`src/rtl/snes_pad_responder.sv`:
```
// SNES pad emulator: conditions the host's latch/clock strobes, snapshots the
// 12 buttons on latch, and shifts the frame out active-low on serial_data.
module snes_pad_responder #(
    parameter int SYNC_STAGES   = 2,
    parameter int FILTER_CYCLES = 2,
    parameter int NUM_BITS      = 16
) (
    input  logic        clock,
    input  logic        reset,
    input  logic        data_latch,
    input  logic        data_clock,
    input  logic [11:0] buttons,
    output logic        serial_data,
    output logic        frame_done,
    output logic        busy,
    output logic [4:0]  bit_index
);

    localparam int CW = 4;
    // Index 0 is the latch strobe (idles low), index 1 the shift clock (idles high).
    localparam logic [1:0] IDLE_LVL = 2'b10;
    localparam logic [4:0] LAST_IDX = 5'(NUM_BITS - 1);

    typedef enum logic [1:0] {
        ST_IDLE,
        ST_LATCH,
        ST_SHIFT,
        ST_DONE
    } state_t;

    logic [1:0] strobe_pin;
    logic [1:0] filt;
    logic [1:0] filt_prev;

    assign strobe_pin = {data_clock, data_latch};

    genvar gi;
    generate
        for (gi = 0; gi < 2; gi++) begin : g_cond
            logic [SYNC_STAGES-1:0] sync_q;
            logic [CW-1:0]          cnt_q;
            logic                   filt_q;
            logic                   prev_q;

            // Synchronize, then only accept a level once it has held long enough.
            always_ff @(posedge clock) begin
                if (reset) begin
                    sync_q <= {SYNC_STAGES{IDLE_LVL[gi]}};
                    cnt_q  <= '0;
                    filt_q <= IDLE_LVL[gi];
                    prev_q <= IDLE_LVL[gi];
                end else begin
                    sync_q <= {sync_q[SYNC_STAGES-2:0], strobe_pin[gi]};
                    prev_q <= filt_q;
                    if (sync_q[SYNC_STAGES-1] == filt_q) begin
                        cnt_q <= '0;
                    end else if (cnt_q >= CW'(FILTER_CYCLES - 1)) begin
                        cnt_q  <= CW'(FILTER_CYCLES);
                        filt_q <= ~filt_q;
                    end else begin
                        cnt_q <= cnt_q + 1'b1;
                    end
                end
            end

            assign filt[gi]      = filt_q;
            assign filt_prev[gi] = prev_q;
        end
    endgenerate

    logic latch_rise;
    logic latch_fall;
    logic clk_rise;

    assign latch_rise = filt[0] & ~filt_prev[0];
    assign latch_fall = ~filt[0] & filt_prev[0];
    assign clk_rise   = filt[1] & ~filt_prev[1];

    // Pressed buttons read as 0 on the line; ID bits above the buttons read high.
    logic [NUM_BITS-1:0] load_word;
    assign load_word = {{(NUM_BITS - 12){1'b1}}, ~buttons};

    state_t              state_q;
    logic [NUM_BITS-1:0] shift_q;
    logic                serial_q;
    logic                frame_done_q;
    logic                busy_q;
    logic [4:0]          bit_index_q;

    // Frame sequencer; a new latch always restarts the frame from any state.
    always_ff @(posedge clock) begin
        if (reset) begin
            state_q      <= ST_IDLE;
            shift_q      <= '1;
            serial_q     <= 1'b1;
            frame_done_q <= 1'b0;
            busy_q       <= 1'b0;
            bit_index_q  <= '0;
        end else begin
            frame_done_q <= 1'b0;
            if (latch_rise) begin
                state_q     <= ST_LATCH;
                shift_q     <= load_word;
                serial_q    <= load_word[0];
                busy_q      <= 1'b1;
                bit_index_q <= '0;
            end else begin
                unique case (state_q)
                    ST_IDLE: begin
                        serial_q    <= 1'b1;
                        bit_index_q <= '0;
                    end
                    ST_LATCH: begin
                        // Track the buttons until the latch drops.
                        shift_q  <= load_word;
                        serial_q <= load_word[0];
                        if (latch_fall) begin
                            state_q     <= ST_SHIFT;
                            bit_index_q <= '0;
                        end
                    end
                    ST_SHIFT: begin
                        if (clk_rise) begin
                            shift_q     <= {1'b0, shift_q[NUM_BITS-1:1]};
                            bit_index_q <= bit_index_q + 1'b1;
                            if (bit_index_q == LAST_IDX) begin
                                state_q      <= ST_DONE;
                                serial_q     <= 1'b0;
                                frame_done_q <= 1'b1;
                                busy_q       <= 1'b0;
                            end else begin
                                serial_q <= shift_q[1];
                            end
                        end
                    end
                    ST_DONE: begin
                        serial_q <= 1'b0;
                    end
                    default: begin
                        state_q <= ST_IDLE;
                    end
                endcase
            end
        end
    end

    assign serial_data = serial_q;
    assign frame_done  = frame_done_q;
    assign busy        = busy_q;
    assign bit_index   = bit_index_q;

endmodule

```
`config.mk`:
```
export PLATFORM = sky130hd
export DESIGN_NAME = snes_pad_responder
export DESIGN_NICKNAME = d
export VERILOG_FILES = /design/src/rtl/snes_pad_responder.sv
export SDC_FILE = /design/constraint.sdc
export NUM_CORES = 1
export LEC_CHECK = 0
export CAP_MARGIN = 10
export CELL_PAD_IN_SITES_DETAIL_PLACEMENT = 0
export CELL_PAD_IN_SITES_GLOBAL_PLACEMENT = 2
export CORE_UTILIZATION = 30
export DETAILED_ROUTE_END_ITERATION = 7
export HOLD_SLACK_MARGIN = 0.03
export PLACE_DENSITY = 0.75
export SETUP_SLACK_MARGIN = 0.1
export SYNTH_ARGS = -nofsm -noshare
export SYNTH_HDL_FRONTEND = slang
export SYNTH_SLANG_ARGS = --single-unit
```
`constraint.sdc`:
```
create_clock -name clock -period 1.8 [get_ports clock]
set_input_delay 0.36 -clock clock [delete_from_list [all_inputs] [get_ports clock]]
set_output_delay 0.36 -clock clock [all_outputs]
set_load 0.05 [all_outputs]
```
==> flow_summary.toml, run 1 <==
[routing]
via_count = 1337
viasPerCell = 4.56
first_pass_iters = 4
drt_iter0_markers = 46
wl_per_cell_um = 11.5
antenna_left = 0
drt_drc_violations_left = 0
drt-total-wl_um = 3380

[final_layout]
area_growth_syn_to_layout_pct = 26.9
antennaDiodeCount = 0
drive_gt1_frac = 0.172
nNetsFinal = 246
fin_util = 0.398

[floorplanning]
fp-row-count = 27
die_w_um = 78.3
pin_count = 24
initial_core_util = 0.313
core-area_um2 = 5570
die_y_um = 78.3
die_area_um2 = 6130

[setup_path]
max_stage_delay_ns = 0.41
worst-path-buf-inv = 2
startpoint_type = "register"
crit_type = "register to register"
crit_chain = "inv_1 -> ha_2 -> or3b_4 -> buf_12 -> nor2_1 -> a211oi_1 -> a211o_1"
cp.required_ns = 1.99
arrival_ns = 1.82
endpoint_kind = "register"
cp_max_fo = 12
critPathSlowestCell = "or3b_4"
crit_family = "simple AND/OR/NAND/NOR gates"

[synth]
postSynthCellCount = 190
ys_seq_area_frac = 0.470
netlist_area_um2 = 1750
ys_warn_count = 0
avgSynthCellArea_um2 = 9.19
ys_seq_elements = 41
ys_types = 33

[clock_tree]
insertion_delay_ns = 0.29
clk_pin_slew_ns = 0.08
cts_setup_buffers = 0
cts_made_buffers = 5
cts-root-buf = "clkbuf_8"
cts.sinks = 41
cts_tree = "yes"
clockBufferDepth = 2
holdBufCountCts = 0
htree_levels = 2

[pwr]
p_per_area_nw_per_um2 = 791
pwr-share-seq = 0.549
p_leak_nw = 0.845
p_sw_frac = 0.236
comb_power_share = 0.089
p_int_mw = 1.34
power.total_mw = 1.75
p_clk_frac = 0.362
p_switching_uw = 414
irDropWorstVdd_uv = 364

[timing]
layout_setup_ws_ns = 0.170
drv_slew = 0
tns_ns = 0
maxClockFrequency_mhz = 613
rsz0062_at_grt = "true"
fin_worst_skew_ns = 0.00770
hold_viol = 0
min_period_ns = 1.63
setup_viol = 0
period_share = 0.906

[grt]
antenna_found_initial = 0
grt_first_pass_wirelength_um = 5840
track_usage = 0.122
grt_pass1_vias = 1276
grt_max_degree = 24
grt_overflow_total = 0

[place]
port_buffers = 23
gp_congestion = 0.685
hpwl_um = 2320
dpl_worst_slack_ns = 0.145

[status]
status = "complete, no violations"

[hold_path]
min_path_type = "register to register"

[job]
drv_cap = 0
[cell families (layout without fill, tap and decap cells)]
logic type,Yosys count,in the layout,share of synthesized area
AO/OA/AOI/OAI,43,43,0.171
other,1,2,0.00215
flip-flops,41,41,0.470
XOR/XNOR,4,4,0.0201
AND/OR/NAND/NOR,69,69,0.202
adder cells (fa/ha/maj),10,10,0.0716
multiplexers,1,1,0.00573
buffers and inverters,21,51,0.0573
[power groups by stage]
stage                     sequential [mW]  combinational (mW)  clock (mW)
after detailed placement            0.983               0.157           0
final                               0.963               0.156       0.636
after floorplan                     0.981              0.0870           0
after global placement              0.984               0.156           0
after global routing                0.968               0.175       0.717
after CTS                           0.962               0.158       0.672
[repair_timing]
item / 4_1_cts / 5_1_grt
gates cloned: 0 / 1
gates resized for setup: 1 / 6
pin swaps: 0 / 1
endpoints found under the setup margin: 1 / 13
[cells in the mapped netlist (all sizes together)]
cell     instances  area [µm²]
o21ai            8        40.0
nand2b           2        12.5
xnor2            4        35.0
conb             1        3.75
and3             1        6.26
dfxtp           41         821
buf              6        43.8
nor2            34         128
inv             10        37.5
or2b             1        7.51
nand4bb          1        11.3
a21oi            8        40.0
nor3b            1        7.51
nor2b            5        31.3
nand3            2        10.0
and2b            1        7.51
a22o             1        8.76
or3b             1        8.76
nand2            7        26.3
or3              2        12.5
mux2i            1        10.0
a211oi          13        97.6
ha              10         125
nor3             4        25.0
nor4b            2        17.5
or2              4        25.0
a22oi            1        7.51
and4bb           1        16.3
a211o           12         105
clkbuf           5        18.8
[stage by stage]
stage / hold WS (ns) / area, µm² / instances
after floorplan: 0.389 / 1750 / 191
after global placement: 0.391 / 2090 / 284
after global routing: 0.426 / 2220 / 293
after detailed placement: 0.396 / 2090 / 284
after CTS: 0.419 / 2180 / 292
final: 0.415 / 2220 / 293
[registers in the layout, indices dropped and copies added, names as in the netlist]
register,count
bit_index,5
busy,1
frame_done,1
g_cond.cnt_q,8
g_cond.filt_q,2
g_cond.prev_q,2
g_cond.sync_q,4
serial_data,1
shift_q,15
state_q,2
[layout by cell type, fill, tap and decap left out, types with 5 or more instances in the layout]
cell type	n
a211o_1	12
a211oi_1	13
a21oi_1	8
buf_4	14
clkbuf_8	6
clkdlybuf4s50_1	15
dfxtp_1	38
ha_1	9
inv_1	10
nand2_1	7
nor2_1	32
nor2b_1	5
o21ai_0	8
[cell type report]
| class | count | area, µm² |
|---|---|---|
| clock buffers | 6 | 82.6 |
| inverters | 10 | 37.5 |
| fillers | 589 | 3360 |
| flip-flops and latches | 41 | 825 |
| multi-input cells | 129 | 840 |
| repair buffers | 33 | 329 |
| well taps | 72 | 90.1 |
| clock inverters | 2 | 13.8 |
[path summary, 6_finish.rpt]
check | cells past startpoint | from | endpoint | slack [ns]
worst max-delay path | 7 | g_cond[0].prev_q | shift_q[11] | 0.17
worst min-delay path | 1 | g_cond[1].sync_q[0] | g_cond[1].sync_q[1] | 0.41
worst max register to register | 7 | g_cond[0].prev_q | shift_q[11] | 0.17
worst min register to register | 1 | g_cond[1].sync_q[0] | g_cond[1].sync_q[1] | 0.41
[layer usage]
layer,global-route usage,wire length [µm]
met1,0.155,1730
met2,0.190,1440
met3,0.0349,147
met4,0.0556,49
met5,0,0
[worst register-to-register path, delay by kind of cell (launching register included)]
kind,cells,cell delay [ns]
AO/OA/AOI/OAI,2,0.32
adder cells (fa/ha/maj),1,0.17
buffers and inverters,2,0.20
flip-flops,1,0.34
AND/OR/NAND/NOR,2,0.49
Power figures use the tool's default switching activity.
==> run 2: changes to the inputs <==
--- a/config.mk
+++ b/config.mk
@@ -9,6 +9,7 @@
 export CELL_PAD_IN_SITES_DETAIL_PLACEMENT = 0
 export CELL_PAD_IN_SITES_GLOBAL_PLACEMENT = 2
 export CORE_UTILIZATION = 30
+export CTS_CLUSTER_SIZE = 16
 export DETAILED_ROUTE_END_ITERATION = 7
 export HOLD_SLACK_MARGIN = 0.03
 export PLACE_DENSITY = 0.75
==> results of run 2 <==
Same layout as run 1: the final DEF is identical, and so are final timing and power.
==> run 3: changes to the inputs <==
--- a/config.mk
+++ b/config.mk
@@ -13,6 +13,7 @@
 export DETAILED_ROUTE_END_ITERATION = 7
 export HOLD_SLACK_MARGIN = 0.03
 export PLACE_DENSITY = 0.75
+export REMOVE_ABC_BUFFERS = 1
 export SETUP_SLACK_MARGIN = 0.1
 export SYNTH_ARGS = -nofsm -noshare
 export SYNTH_HDL_FRONTEND = slang
==> run 3 against run 2 <==
  * Fmax decreased by 0.54%
  * Sequential cell count unchanged
  * Die area unchanged
  * Combinational power about the same
  * Utilization increased by 0.61 points
  * Critical path depth decreased by 1
  * Clock power decreased by 6.1%
  * Clock skew decreased by 0.0028 ns
  * Global-route usage decreased by 0.33 points
  * Sequential power about the same
  * First-iteration DRC count increased by 17%
  * Routed wire length decreased by 0.83%
==> flow_summary.toml, run 3 (same netlist as run 1, synthesis figures left out) <==
[status]
status = "complete, no violations"

[final_layout]
largest_reg_flops = 15
nNetsFinal = 249
drive_gt1_frac = 0.196
final_cell_mix = "dfxtp_1 (39), nor2_1 (31), buf_4 (17)"
antennaDiodeCount = 0
seq_area_um2 = 823
final_common_cell = "dfxtp_1"
multi_input_comb_area_um2 = 846
area_growth_syn_to_layout_pct = 28.9
fillers = 594
regMostFlops = "shift_q"

[routing]
wl_met1_um = 1730
first_pass_iters = 4
wl_per_cell_um = 11.3
dr_wl_met2_um = 1420
via_count = 1342
drt_drc_violations_left = 0
viasPerCell = 4.53
route.met3.wl_um = 165
drt_iter0_markers = 54
drt-total-wl_um = 3350
antenna_left = 0
top_layer = "met4"

[timing]
period_share = 0.911
maxClockFrequency_mhz = 610
min_period_ns = 1.64
hold_viol = 0
setup_viol = 0
drv_slew = 0
fin_worst_skew_ns = 0.00487
layout_setup_ws_ns = 0.161
rsz0062_at_grt = "true"
holdWs_ns = 0.414

[clock_tree]
cts-root-buf = "clkbuf_8"
cts_tree = "yes"
cts_made_buffers = 5
htree_levels = 2
holdBufCountCts = 0
clockBufferDepth = 2
insertion_delay_ns = 0.29
clk_pin_slew_ns = 0.08
cts.sinks = 41

[place]
hpwl_um = 2220
port_buffers = 23
dpl_worst_slack_ns = 0.143
gp_congestion = 0.688

[grt]
grt_overflow_total = 0
grt_pass1_vias = 1199
grt_first_pass_wirelength_um = 5640
track_usage = 0.119
antenna_found_initial = 0
grt_max_degree = 25

[pwr]
irDropWorstVdd_uv = 333
p_per_area_nw_per_um2 = 762
p_leak_nw = 0.859

[job]
drv_cap = 0

[setup_path]
arrival_ns = 1.83
endpoint_kind = "register"
worstRegToRegCells = 6
cp-startpoint = "g_cond[0].filt_q"
cp-endpoint = "shift_q[1]"
r2r_slack_ns = 0.16
r2r_start = "g_cond[0].filt_q"
startpoint_type = "register"
cp_max_fo = 6
crit_type = "register to register"
worst_r2r_endpoint = "shift_q[1]"
cp.required_ns = 1.99

[floorplanning]
pin_count = 24
die_w_um = 78.3
initial_core_util = 0.313
core-area_um2 = 5570
die_area_um2 = 6130
die_y_um = 78.3
fp-row-count = 27

[hold_path]
hold_depth = 1
min_path_type = "register to register"
min_from = "g_cond[1].sync_q[0]"
-- run 3: per-layer routing --
metal	track usage	vias up
li1	-	713
met1	0.168	598
met2	0.164	26
met3	0.0407	5
met4	0.0444	0
met5	0	-
-- run 3: how the worst min path moves through the flow --
stage / to
3_5_place_dp: g_cond[1].sync_q[1]
5_1_grt: g_cond[1].sync_q[1]
3_3_place_gp: g_cond[1].sync_q[1]
4_1_cts: g_cond[1].sync_q[1]
6_report: g_cond[1].sync_q[1]
2_1_floorplan: g_cond[1].sync_q[1]
-- run 3: where the power goes --
| group | switching, mW | internal, mW |
|---|---|---|
| registers | 0.0216 | 0.941 |
| logic | 0.0660 | 0.0902 |
| clock network | 0.329 | 0.268 |
-- run 3: final cells by class --
| type | instances | area share |
|---|---|---|
| clock buffer | 5 | 0.0306 |
| clock inverter | 3 | 0.00778 |
| inverter | 10 | 0.0167 |
| multi-input combinational | 129 | 0.376 |
| sequential | 41 | 0.366 |
| tap | 72 | 0.0400 |
| timing repair buffer | 36 | 0.163 |
-- run 3: repair_timing --
action / CTS / global route
endpoints found under the setup margin: 0 / 14
gates resized for setup: 0 / 9
setup buffers: 0 / 1
-- run 3: per-stage QoR --
step	power (mW)	cell area [µm²]	std cells	utilization	setup TNS (ns)
6_report	1.72	2250	296	0.404	0
3_3_place_gp	1.14	2090	285	0.375	0
4_1_cts	1.75	2170	293	0.390	0
2_1_floorplan	1.06	1690	180	-	-0.890
3_5_place_dp	1.14	2090	285	0.375	0
5_1_grt	1.81	2250	296	0.404	0
-- run 3: worst max-delay path: stages, from the launching register on --
cell       delay (ns)
dfxtp_2          0.34
ha_2             0.18
or3b_4           0.42
clkbuf_16        0.18
nor2_1           0.09
a211oi_1         0.06
a211o_1          0.26
